**src/rtl/vga_pkg.sv**
```systemverilog
// vga_pkg: 640x480@60 timing constants, derived totals/sync windows and helpers shared by video, sprite and game logic.
package vga_pkg;
  localparam int unsigned H_VIS = 640, H_FP = 16, H_SYNC = 96, H_BP = 48;
  localparam int unsigned V_VIS = 480, V_FP = 10, V_SYNC = 2, V_BP = 33;
  localparam int unsigned H_TOTAL = H_VIS + H_FP + H_SYNC + H_BP;
  localparam int unsigned V_TOTAL = V_VIS + V_FP + V_SYNC + V_BP;
  localparam int unsigned HS_START = H_VIS + H_FP, HS_END = HS_START + H_SYNC;
  localparam int unsigned VS_START = V_VIS + V_FP, VS_END = VS_START + V_SYNC;
  typedef logic [9:0] coord_t;
  function automatic logic in_win(coord_t c, int unsigned lo, int unsigned hi);
    return c >= 10'(lo) && c < 10'(hi);
  endfunction
endpackage

```
**src/rtl/vga_timing_if.sv**
```systemverilog
// vga_timing_if: pixel position, sync and colour bundle between the timing core and its pixel producers.
interface vga_timing_if;
  import vga_pkg::*;
  coord_t x, y;
  logic pix_tick, active, line_start, frame_start;
  logic [5:0] rgb_in;
  logic rgb_en;
  logic [1:0] r, g, b;
  logic hsync, vsync;
  modport master(output x, y, pix_tick, active, line_start, frame_start, r, g, b, hsync, vsync,
                 input rgb_in, rgb_en);
  modport slave(input x, y, pix_tick, active, line_start, frame_start, r, g, b, hsync, vsync,
                output rgb_in, rgb_en);
endinterface

```
**src/rtl/vga_axis_counter.sv**
```systemverilog
// vga_axis_counter: one scan axis; counts on i_en, wraps at TOTAL-1, flags the active-low sync window.
module vga_axis_counter import vga_pkg::*; #(
  parameter int unsigned TOTAL = H_TOTAL,
  parameter int unsigned SYNC_START = HS_START,
  parameter int unsigned SYNC_END = HS_END
) (
  input  logic   clk,
  input  logic   rst,
  input  logic   i_en,
  output coord_t o_count,
  output logic   o_wrap,
  output logic   o_sync_n
);
  coord_t r_count;
  assign o_count = r_count;
  assign o_wrap = r_count == 10'(TOTAL - 1);
  assign o_sync_n = !in_win(r_count, SYNC_START, SYNC_END);
  always_ff @(posedge clk)
    if (rst) r_count <= '0;
    else if (i_en) r_count <= o_wrap ? '0 : r_count + 10'd1;
endmodule

```
**src/rtl/vga_timing.sv**
```systemverilog
// vga_timing: VGA raster generator; pixel divider, H/V counters, and registered colour/sync sharing one pixel of latency.
module vga_timing import vga_pkg::coord_t; #(
  parameter int unsigned PIX_DIV = 1,
  parameter int unsigned H_VIS = vga_pkg::H_VIS,
  parameter int unsigned H_FP = vga_pkg::H_FP,
  parameter int unsigned H_SYNC = vga_pkg::H_SYNC,
  parameter int unsigned H_BP = vga_pkg::H_BP,
  parameter int unsigned V_VIS = vga_pkg::V_VIS,
  parameter int unsigned V_FP = vga_pkg::V_FP,
  parameter int unsigned V_SYNC = vga_pkg::V_SYNC,
  parameter int unsigned V_BP = vga_pkg::V_BP
) (
  input logic clk,
  input logic rst,
  vga_timing_if.master vga
);
  localparam int unsigned DW = PIX_DIV > 1 ? $clog2(PIX_DIV) : 1;
  logic [DW-1:0] r_div;
  logic [5:0] r_rgb;
  logic r_hs, r_vs, r_ls, r_fs;
  logic w_tick, w_active, w_hwrap, w_vwrap, w_hs_n, w_vs_n;
  coord_t w_x, w_y;
  assign w_tick = r_div == DW'(PIX_DIV - 1);
  assign w_active = w_x < 10'(H_VIS) && w_y < 10'(V_VIS);
  vga_axis_counter #(
    .TOTAL(H_VIS + H_FP + H_SYNC + H_BP),
    .SYNC_START(H_VIS + H_FP),
    .SYNC_END(H_VIS + H_FP + H_SYNC)
  ) u_h (.clk(clk), .rst(rst), .i_en(w_tick), .o_count(w_x), .o_wrap(w_hwrap), .o_sync_n(w_hs_n));
  vga_axis_counter #(
    .TOTAL(V_VIS + V_FP + V_SYNC + V_BP),
    .SYNC_START(V_VIS + V_FP),
    .SYNC_END(V_VIS + V_FP + V_SYNC)
  ) u_v (.clk(clk), .rst(rst), .i_en(w_tick && w_hwrap), .o_count(w_y), .o_wrap(w_vwrap), .o_sync_n(w_vs_n));
  always_ff @(posedge clk)
    if (rst) begin
      r_div <= '0;
      r_rgb <= '0;
      r_hs <= 1'b1;
      r_vs <= 1'b1;
      r_ls <= 1'b0;
      r_fs <= 1'b0;
    end else begin
      r_div <= w_tick ? '0 : r_div + DW'(1);
      r_ls <= w_tick && w_hwrap;
      r_fs <= w_tick && w_hwrap && w_vwrap;
      // colour and sync sample the position being left, so all five outputs lag x,y by one pixel
      if (w_tick) begin
        r_rgb <= w_active && vga.rgb_en ? vga.rgb_in : '0;
        r_hs <= w_hs_n;
        r_vs <= w_vs_n;
      end
    end
  assign vga.x = w_x;
  assign vga.y = w_y;
  assign vga.pix_tick = w_tick;
  assign vga.active = w_active;
  assign vga.line_start = r_ls;
  assign vga.frame_start = r_fs;
  assign {vga.r, vga.g, vga.b} = r_rgb;
  assign vga.hsync = r_hs;
  assign vga.vsync = r_vs;
endmodule

```
**src/flat_wrapper.sv**
```systemverilog
// flat-port wrapper written by rule: the top's interface ports become plain ports
module vga_timing_flat import vga_pkg::coord_t;
#(
  parameter int unsigned PIX_DIV = 1,
  parameter int unsigned H_VIS = vga_pkg::H_VIS,
  parameter int unsigned H_FP = vga_pkg::H_FP,
  parameter int unsigned H_SYNC = vga_pkg::H_SYNC,
  parameter int unsigned H_BP = vga_pkg::H_BP,
  parameter int unsigned V_VIS = vga_pkg::V_VIS,
  parameter int unsigned V_FP = vga_pkg::V_FP,
  parameter int unsigned V_SYNC = vga_pkg::V_SYNC,
  parameter int unsigned V_BP = vga_pkg::V_BP
)
  (clk, rst, vga_x, vga_y, vga_pix_tick, vga_active, vga_line_start, vga_frame_start, vga_r, vga_g, vga_b, vga_hsync, vga_vsync, vga_rgb_in, vga_rgb_en);
  vga_timing_if vga_i ();
  input logic clk;
  input logic rst;
  output wire logic [$bits(vga_i.x)-1:0] vga_x;
  output wire logic [$bits(vga_i.y)-1:0] vga_y;
  output wire logic [$bits(vga_i.pix_tick)-1:0] vga_pix_tick;
  output wire logic [$bits(vga_i.active)-1:0] vga_active;
  output wire logic [$bits(vga_i.line_start)-1:0] vga_line_start;
  output wire logic [$bits(vga_i.frame_start)-1:0] vga_frame_start;
  output wire logic [$bits(vga_i.r)-1:0] vga_r;
  output wire logic [$bits(vga_i.g)-1:0] vga_g;
  output wire logic [$bits(vga_i.b)-1:0] vga_b;
  output wire logic [$bits(vga_i.hsync)-1:0] vga_hsync;
  output wire logic [$bits(vga_i.vsync)-1:0] vga_vsync;
  input wire logic [$bits(vga_i.rgb_in)-1:0] vga_rgb_in;
  input wire logic [$bits(vga_i.rgb_en)-1:0] vga_rgb_en;
  assign vga_x = vga_i.x;
  assign vga_y = vga_i.y;
  assign vga_pix_tick = vga_i.pix_tick;
  assign vga_active = vga_i.active;
  assign vga_line_start = vga_i.line_start;
  assign vga_frame_start = vga_i.frame_start;
  assign vga_r = vga_i.r;
  assign vga_g = vga_i.g;
  assign vga_b = vga_i.b;
  assign vga_hsync = vga_i.hsync;
  assign vga_vsync = vga_i.vsync;
  assign vga_i.rgb_in = vga_rgb_in;
  assign vga_i.rgb_en = vga_rgb_en;
  vga_timing #(.PIX_DIV(PIX_DIV), .H_VIS(H_VIS), .H_FP(H_FP), .H_SYNC(H_SYNC), .H_BP(H_BP), .V_VIS(V_VIS), .V_FP(V_FP), .V_SYNC(V_SYNC), .V_BP(V_BP)) u_core (.clk(clk), .rst(rst), .vga(vga_i));
endmodule
```
**config.mk**
```make
export PLATFORM = sky130hd
export DESIGN_NAME = vga_timing_flat
export DESIGN_NICKNAME = d
export VERILOG_FILES = /design/src/rtl/vga_pkg.sv /design/src/rtl/vga_timing_if.sv /design/src/rtl/vga_axis_counter.sv /design/src/rtl/vga_timing.sv /design/src/flat_wrapper.sv
export SDC_FILE = /design/constraint.sdc
export NUM_CORES = 1
export LEC_CHECK = 0
export BUFFER_PORTS_ARGS = -buffer_cell sky130_fd_sc_hd__buf_2
export CAP_MARGIN = 25
export CORE_MARGIN = 1
export CORE_UTILIZATION = 35
export DETAILED_ROUTE_END_ITERATION = 12
export GPL_TIMING_DRIVEN = 0
export PLACE_DENSITY_LB_ADDON = 0.2
export SLEW_MARGIN = 15
export SYNTH_ARGS = -nofsm -noshare
export SYNTH_HDL_FRONTEND = slang
export SYNTH_SLANG_ARGS = --single-unit
export TNS_END_PERCENT = 20
```
**constraint.sdc**
```tcl
create_clock -name clk -period 4.39 [get_ports clk]
set_input_delay 0.439 -clock clk [delete_from_list [all_inputs] [get_ports clk]]
set_output_delay 0.439 -clock clk [all_outputs]
set_load 0.05 [all_outputs]
```
==> results of run 1 <==
-- state kept, by name, summed over array words and instances (netlist names) --
name / flops
u_core.r_rgb: 6
u_core.vga.vsync: 1
u_core.vga.line_start: 1
u_core.u_h.o_count: 10
u_core.u_v.o_count: 10
u_core.r_div: 1
u_core.vga.frame_start: 1
u_core.vga.hsync: 1
-- final timing paths --
kind / start / endpoint / depth (start not counted)
worst min register to register: u_core.r_rgb[5] / u_core.r_rgb[5] / 1
worst max register to register: u_core.u_h.o_count[0] / u_core.u_v.o_count[4] / 5
worst max-delay path: u_core.u_h.o_count[0] / u_core.u_v.o_count[4] / 5
worst min-delay path: vga_rgb_in[1] / u_core.r_rgb[1] / 2
-- synthesized netlist by cell type (2+ instances only) --
library cell,instances
a21oi_1,4
a22o_1,6
and3_1,4
and4b_1,2
buf_6,2
clkbuf_1,4
dfxtp_1,31
ha_1,5
inv_1,7
mux2i_1,2
nand2_1,5
nand3_1,8
nand4_1,3
nand4b_1,2
nor2_1,21
nor2b_1,2
nor3_1,4
nor4_1,3
o21ai_0,4
o21bai_1,2
or3_1,4
xnor2_1,6
xor2_1,6
-- critical path: cells and delay by family (launching register included) --
family	cells	cell delay [ps]
compound gates	2	420
fa+ha+maj	1	220
simple gates	2	790
flops	1	410
-- power by group through the flow --
stage | Combinational [mW] | Sequential, mW | Clock [mW]
2_1_floorplan | 0.0174 | 0.310 | 0
3_3_place_gp | 0.0425 | 0.295 | 0
3_5_place_dp | 0.0442 | 0.296 | 0
4_1_cts | 0.0443 | 0.290 | 0.293
5_1_grt | 0.0476 | 0.290 | 0.312
6_report | 0.0446 | 0.290 | 0.286
-- layout make-up --
type	count	area [µm²]	share of cell area, %
multi-input cells	109	744.5	41.32
clock buffers	6	82.58	4.583
well taps	48	60.06	3.333
repair buffers	39	195.2	10.83
plain buffers	6	37.54	2.083
inverters	7	26.28	1.458
flip-flops and latches	31	620.6	34.44
clock inverters	2	35.03	1.944
-- layer usage --
metal | wire length (µm) | track usage, %
met5 | 0 | 0
met3 | 201 | 6.724
met2 | 1432 | 26.15
met1 | 1492 | 19.29
met4 | 72 | 8.967
-- logic make-up (layout without fill, tap and decap cells) --
group                    Yosys count  count (layout)  synth area share, %
AO/OA/AOI/OAI                     21              21                11.38
XOR/XNOR                          12              12                7.355
adder cells (fa/ha/maj)            5               5                4.378
buffers and inverters             13              60                4.466
flip-flops                        31              31                43.43
multiplexers                       2               2                1.401
other                              1               1               0.2624
AND/OR/NAND/NOR                   68              68                27.32
-- through the flow --
step           instance area, µm²  power [mW]  util (%)  std cells  setup WS [ps]
6_report                     1802      0.6200     47.43        248           2436
4_1_cts                      1802      0.6270     47.43        248           2472
2_1_floorplan                1429      0.3275         -        153           2269
5_1_grt                      1802      0.6499     47.43        248           2362
3_3_place_gp                 1684      0.3380     44.33        240           2493
3_5_place_dp                 1684      0.3401     44.33        240           2499
==> flow_summary.yaml, run 1 <==
setup_path:
  critPathSlowestCell: "nor4_1"
  rrSetupSlack_ps: 2440
  start_kind: "flop"
  critPathMaxFanout: 5
  worstSetupPathType: "reg2reg"
  path_cells: "ha_1 > nand4b_1 > nor4_1 > a311oi_1 > a41o_1"
  endpoint_kind: "flop"
  slowest_delay_ps: 600
  arrival_ps: 2130
  crit_required_ps: 4560
timing:
  clock_skew_ps: 5.154
  max_freq_ghz: 0.5119
  worstMarginPinSlew_ps: 728.9
  min_period_over_period_pct: 44.50
  setup_viol: 0
  rsz0062_at_grt: "false"
  layout_min_cycle_time_ps: 1954
  timing.hold.ws_ps: 368.4
  finalHoldViolCount: 0
  slew_headroom_pct: 50.96
  fin_tns_setup_ps: 0
  maxSlewViolCount: 0
floorplanning:
  dieHeight_um: 65.90
  initial_core_util_pct: 37.62
  die-area_um2: 4342
  ios: 41
  die_w_um: 65.90
  core_area_um2: 3799
  fp-row-count: 22
global_routing:
  grt_max_degree: 11
  grt_usage_pct: 16.72
  antenna_found_initial: 0
  grt_overflow: 0
  grt_pass1_wl_um: 5326
  grt_pass1_vias: 1189
placed_design:
  dpl.hpwl_um: 2366
  io_buffers: 39
  place_congestion: 0.8407
logic_synthesis:
  synth_ff_type: "dfxtp_1"
  synth_area_leaders: "dfxtp_1, nor2_1, ha_1"
  synth-edff-count: 0
  synth.top_cell.area_share_pct: 43.43
  synth_cell_types: 39
  synth_cells: 153
  avgSynthCellArea_um2: 9.339
  ys_ff_latch: 31
  synth_nets: 167
  yosysTopAreaCell: "dfxtp_1"
  ys_warn_count: 0
  synth-seq-area-share_pct: 43.43
  ys_async_sr_fraction_pct: 0
  syn_area_um2: 1429
clock_tree:
  path_clk_slew_ps: 60
  cts_setup_buffers: 0
  cts_hold_buf: 0
  htreeDepth: 2
  clockBufferDepth: 2
  cts_buffers: 5
  post_cts_resized: 0
  cts_tree: "yes"
  cts-root-buf: "clkbuf_8"
  clk_latency_ps: 280
  cts_sinks: 31
cells_and_area:
  final_cell_mix: "buf_2, dfxtp_1, nor2_1, nand3_1, inv_1"
  mostFrequentLayoutCell: "buf_2"
  area_growth_pct: 26.09
  drive_above_1_share_pct: 28.00
  num-nets-final: 213
  num_antenna_cells: 0
  n_fill_cell: 369
outcome:
  status: "completed"
pwr:
  p_switching_uw: 137.0
  pwr-share-clk_pct: 46.1
  swShare_pct: 22.10
  seq_power_share_pct: 46.7
  power_density_nw_per_um2: 344.1
  power_frac_comb_pct: 7.2
  p_int_uw: 482.9
  ir_drop_v: 0.0001549
  p_leak_nw: 0.8258
min_path:
  hp-class: "in2reg"
routing:
  vias: 1268
  first_pass_iters: 4
  wire_per_inst_um: 12.90
  routed_wl_um: 3199
  viasPerCell: 5.113
  drtAntennaViolNets: 0
  drt_iter0_drc: 74
  drcViolationCount: 0
flow_run:
  drv_cap: 0
Power figures use the tool's default switching activity.
==> run 2, diff against run 1 <==
clock period = 2 ns   (was 4.39 ns; I/O delays follow)
==> flow_summary.yaml, run 2 (synthesis results as in run 1) <==
routing:
  wire_per_inst_um: 13.17
  wl_met1_um: 1550
  routed_wl_um: 3265
  wl_met3_um: 234
  vias: 1282
  viasPerCell: 5.169
  first_pass_iters: 4
  drt_iter0_drc: 51
  wl_met2_um: 1456
  drtAntennaViolNets: 0
  drcViolationCount: 0
  routed.top_layer: "met4"
global_routing:
  grt_pass1_vias: 1161
  grt_max_degree: 11
  grt_usage_pct: 16.61
  grt_overflow: 0
  grt_pass1_wl_um: 5354
  antenna_found_initial: 0
cells_and_area:
  seq_area_um2: 624.3
  multiInputGateArea_um2: 750.7
  num_antenna_cells: 0
  num-nets-final: 213
  final_core_util_pct: 47.23
  drive_above_1_share_pct: 29.50
  mostFrequentLayoutCell: "buf_2"
  n_fill_cell: 376
  area_growth_pct: 25.57
  final_cell_mix: "buf_2, dfxtp_1, nor2_1, nand3_1"
timing:
  layout_min_cycle_time_ps: 1806
  max_freq_ghz: 0.5537
  rsz0062_at_grt: "false"
  fin_tns_setup_ps: 0
  worstMarginPinSlew_ps: 515.3
  min_period_over_period_pct: 90.31
  setup_viol: 0
  slew_headroom_pct: 65.36
  finalHoldViolCount: 0
  clock_skew_ps: 4.414
  maxSlewViolCount: 0
clock_tree:
  cts_setup_buffers: 0
  cts_buffers: 5
  clockBufferDepth: 2
  htreeDepth: 2
  cts_tree: "yes"
  cts_sinks: 31
  clk_latency_ps: 280
  path_clk_slew_ps: 60
  cts-root-buf: "clkbuf_8"
floorplanning:
  ios: 41
  core_area_um2: 3799
  dieHeight_um: 65.90
  fp-row-count: 22
  die-area_um2: 4342
  die_w_um: 65.90
  initial_core_util_pct: 37.62
setup_path:
  start_kind: "flop"
  crit_required_ps: 2220
  critPathMaxFanout: 8
  startpoint: "u_core.u_h.o_count[0]"
  worstSetupPathType: "reg2reg"
  r2r-start: "u_core.u_h.o_count[0]"
  arrival_ps: 2020
  endpoint_kind: "flop"
pwr:
  power.total_mw: 1.267
  p_leak_nw: 0.8174
  power_density_nw_per_um2: 706.0
  ir_drop_v: 0.0003035
placed_design:
  io_buffers: 39
  place_congestion: 0.8453
  dpl.hpwl_um: 2368
outcome:
  status: "completed"
min_path:
  hp-class: "in2reg"
  hold_start: "vga_rgb_in[1]"
flow_run:
  drv_cap: 0
## run 2: cell types whose count changed in the layout (fill, tap and decap cells not counted), sizes merged
| cell | delta |
|---|---|
| clkbuf | +2 |
| bufinv | -1 |
| clkinv | -1 |
## run 2: worst paths after layout
check,endpoint,slack [ps],cells after the start
worst min-delay path,u_core.r_rgb[1],130,2
worst max-delay path,u_core.u_v.o_count[8],190,6
worst min register to register,u_core.r_rgb[3],480,1
worst max register to register,u_core.u_v.o_count[8],190,6
## run 2: area by class of cell
type / count / share of cell area (%)
multi-input cells: 109 / 41.84
inverters: 7 / 1.464
clock buffers: 8 / 5.579
plain buffers: 6 / 2.092
well taps: 48 / 3.347
flip-flops and latches: 31 / 34.80
repair buffers: 39 / 10.88
## run 2: metal layers
layer  track usage (%)  up-vias
li1                  -      630
met1             20.67      610
met2             25.51       40
met3             5.862        2
met4             7.337        0
met5                 0        -
## run 2: critical path, cell delays in order (launching register included)
cell and delay [ps]:
dfxtp_2 360, ha_1 190, nand4b_1 190, or3_1 370, buf_6 150, or3_4 360, a21oi_2 120
## run 2: stage by stage
step	setup slack [ps]	hold slack (ps)	area (µm²)	cells
final	193.9	130.4	1794	248
after global routing	59.00	122.3	1794	248
after CTS	143.0	118.0	1788	248
after detailed placement	157.1	416.6	1688	240
after global placement	167.2	416.2	1688	240
after floorplan	-6.147	325.7	1433	153
## run 2: report_power, final
group	internal, mW	switching (mW)
combinational	0.0297	0.0664
clock	0.314	0.221
sequential	0.629	0.00774
## run 2: what timing repair did
item / 4_1_cts / 5_1_grt
resized for setup: 0 / 1
hold buffers: 0 / 0
endpoints found under the setup margin: 0 / 2
==> run 3, diff against run 2 <==
CORE_MARGIN = default   (was 1)
CTS_BUF_LIST = sky130_fd_sc_hd__clkbuf_2 sky130_fd_sc_hd__clkbuf_4 sky130_fd_sc_hd__clkbuf_8   (was default)
PLACE_DENSITY = 0.55   (was default)
PLACE_DENSITY_LB_ADDON = default   (was 0.2)
==> flow_summary.yaml, run 3 (synthesis results as in run 1) <==
global_routing:
  grt_usage_pct: 16.86
  grt_pass1_vias: 1122
  grt_max_degree: 11
  grt_pass1_wl_um: 5319
  grt_overflow: 0
  antenna_found_initial: 0
clock_tree:
  cts-root-buf: "clkbuf_8"
  cts_tree: "yes"
  cts_setup_buffers: 0
  cts_buffers: 5
  cts_hold_buf: 0
  cts_sinks: 31
  clockBufferDepth: 2
  path_clk_slew_ps: 70
  clk_latency_ps: 290
  htreeDepth: 2
  post_cts_resized: 0
timing:
  setup_viol: 0
  layout_min_cycle_time_ps: 1841
  rsz0062_at_grt: "false"
  finalHoldViolCount: 0
  min_period_over_period_pct: 92.07
  slew_headroom_pct: 65.45
  clock_skew_ps: 7.212
  fin_tns_setup_ps: 0
  worstMarginPinSlew_ps: 514.0
  maxSlewViolCount: 0
  max_freq_ghz: 0.5431
  fin_ws_ps: 158.6
cells_and_area:
  num_antenna_cells: 0
  final_cell_mix: "buf_2, dfxtp_1, nor2_1, nand3_1"
  drive_above_1_share_pct: 30.00
  num-nets-final: 213
  seq_area_um2: 624.3
  mostFrequentLayoutCell: "buf_2"
  area_growth_pct: 25.83
  multiInputGateArea_um2: 750.7
  final_area_um2: 1798
  n_fill_cell: 387
floorplanning:
  die_w_um: 65.90
  die-area_um2: 4342
  initial_core_util_pct: 37.62
  core_area_um2: 3799
  fp-row-count: 22
  dieHeight_um: 65.90
  ios: 41
routing:
  wire_per_inst_um: 13.02
  first_pass_iters: 4
  routed_wl_um: 3228
  drt_iter0_drc: 28
  drcViolationCount: 0
  vias: 1256
  drtAntennaViolNets: 0
  viasPerCell: 5.065
pwr:
  power_density_nw_per_um2: 714.4
  seq_power_share_pct: 49.6
  power_frac_comb_pct: 7.4
  power.total_mw: 1.284
  p_leak_nw: 0.8208
  swShare_pct: 23.29
  p_switching_uw: 299.1
  ir_drop_v: 0.0003438
  pwr-share-clk_pct: 43.0
  p_int_uw: 985.4
setup_path:
  endpoint_kind: "flop"
  r2r-start: "u_core.u_h.o_count[0]"
  startpoint: "u_core.u_h.o_count[0]"
  rrSetupSlack_ps: 160
  crit_required_ps: 2230
  reg2reg_to: "u_core.u_v.o_count[8]"
  reg2regPathDepth: 6
  worstSetupPathType: "reg2reg"
  endpoint: "u_core.u_v.o_count[8]"
  critPathMaxFanout: 8
  start_kind: "flop"
  arrival_ps: 2070
placed_design:
  place_ws_ps: 36.91
  io_buffers: 39
  dpl.hpwl_um: 2382
  dpl-instance-area_um2: 1688
  place_congestion: 0.7668
flow_run:
  drv_cap: 0
outcome:
  status: "completed"
min_path:
  hp-class: "in2reg"
[run 3: power groups by stage]
stage               sequential, mW  combinational (mW)  clock, mW
floorplan                    0.682              0.0382          0
global placement             0.650              0.0940          0
detailed placement           0.651              0.0950          0
CTS                          0.637              0.0959      0.566
global route                 0.639               0.102      0.599
finish                       0.637              0.0947      0.553
[run 3: worst min path at each step]
stage,start,to,slack [ps],cells past startpoint
final,vga_rgb_in[1],u_core.r_rgb[1],140,2
after global routing,vga_rgb_in[2],u_core.r_rgb[2],130,2
after CTS,vga_rgb_in[1],u_core.r_rgb[1],140,2
after detailed placement,vga_rgb_in[5],u_core.r_rgb[5],420,2
after global placement,vga_rgb_in[0],u_core.r_rgb[0],420,2
after floorplan,vga_rgb_in[0],u_core.r_rgb[0],330,1
[run 3: critical path, stage by stage (launching register included)]
cell and delay, ps:
dfxtp_2 370, ha_1 200, nand4b_1 210, or3_1 380, buf_6 150, or3_4 360, a21oi_2 120
[run 3: area by class of cell]
cell class / count / area share (%)
buffer: 6 / 2.088
clock buffer: 8 / 5.776
inverter: 7 / 1.461
multi-input combinational: 109 / 41.75
sequential: 31 / 34.73
tap: 48 / 3.340
timing repair buffer: 39 / 10.86
[run 3: per-stage QoR]
step           util [%]  instances  hold WS (ps)
2_1_floorplan         -        153         325.7
6_report          47.33        248         135.9
5_1_grt           47.33        248         131.7
3_3_place_gp      44.43        240         418.6
3_5_place_dp      44.43        240         423.1
4_1_cts           47.17        248         136.5
[run 3: per-layer routing]
| metal | vias up | routed length, µm | GRT usage (%) | part of all wire, % |
|---|---|---|---|---|
| met5 | - | 0 | 0 | 0 |
| met4 | 0 | 57 | 7.337 | 1.8 |
| met3 | 5 | 207 | 6.034 | 6.4 |
| met2 | 48 | 1407 | 26.02 | 44 |
| met1 | 575 | 1556 | 20.89 | 48 |
| li1 | 628 | - | - | - |
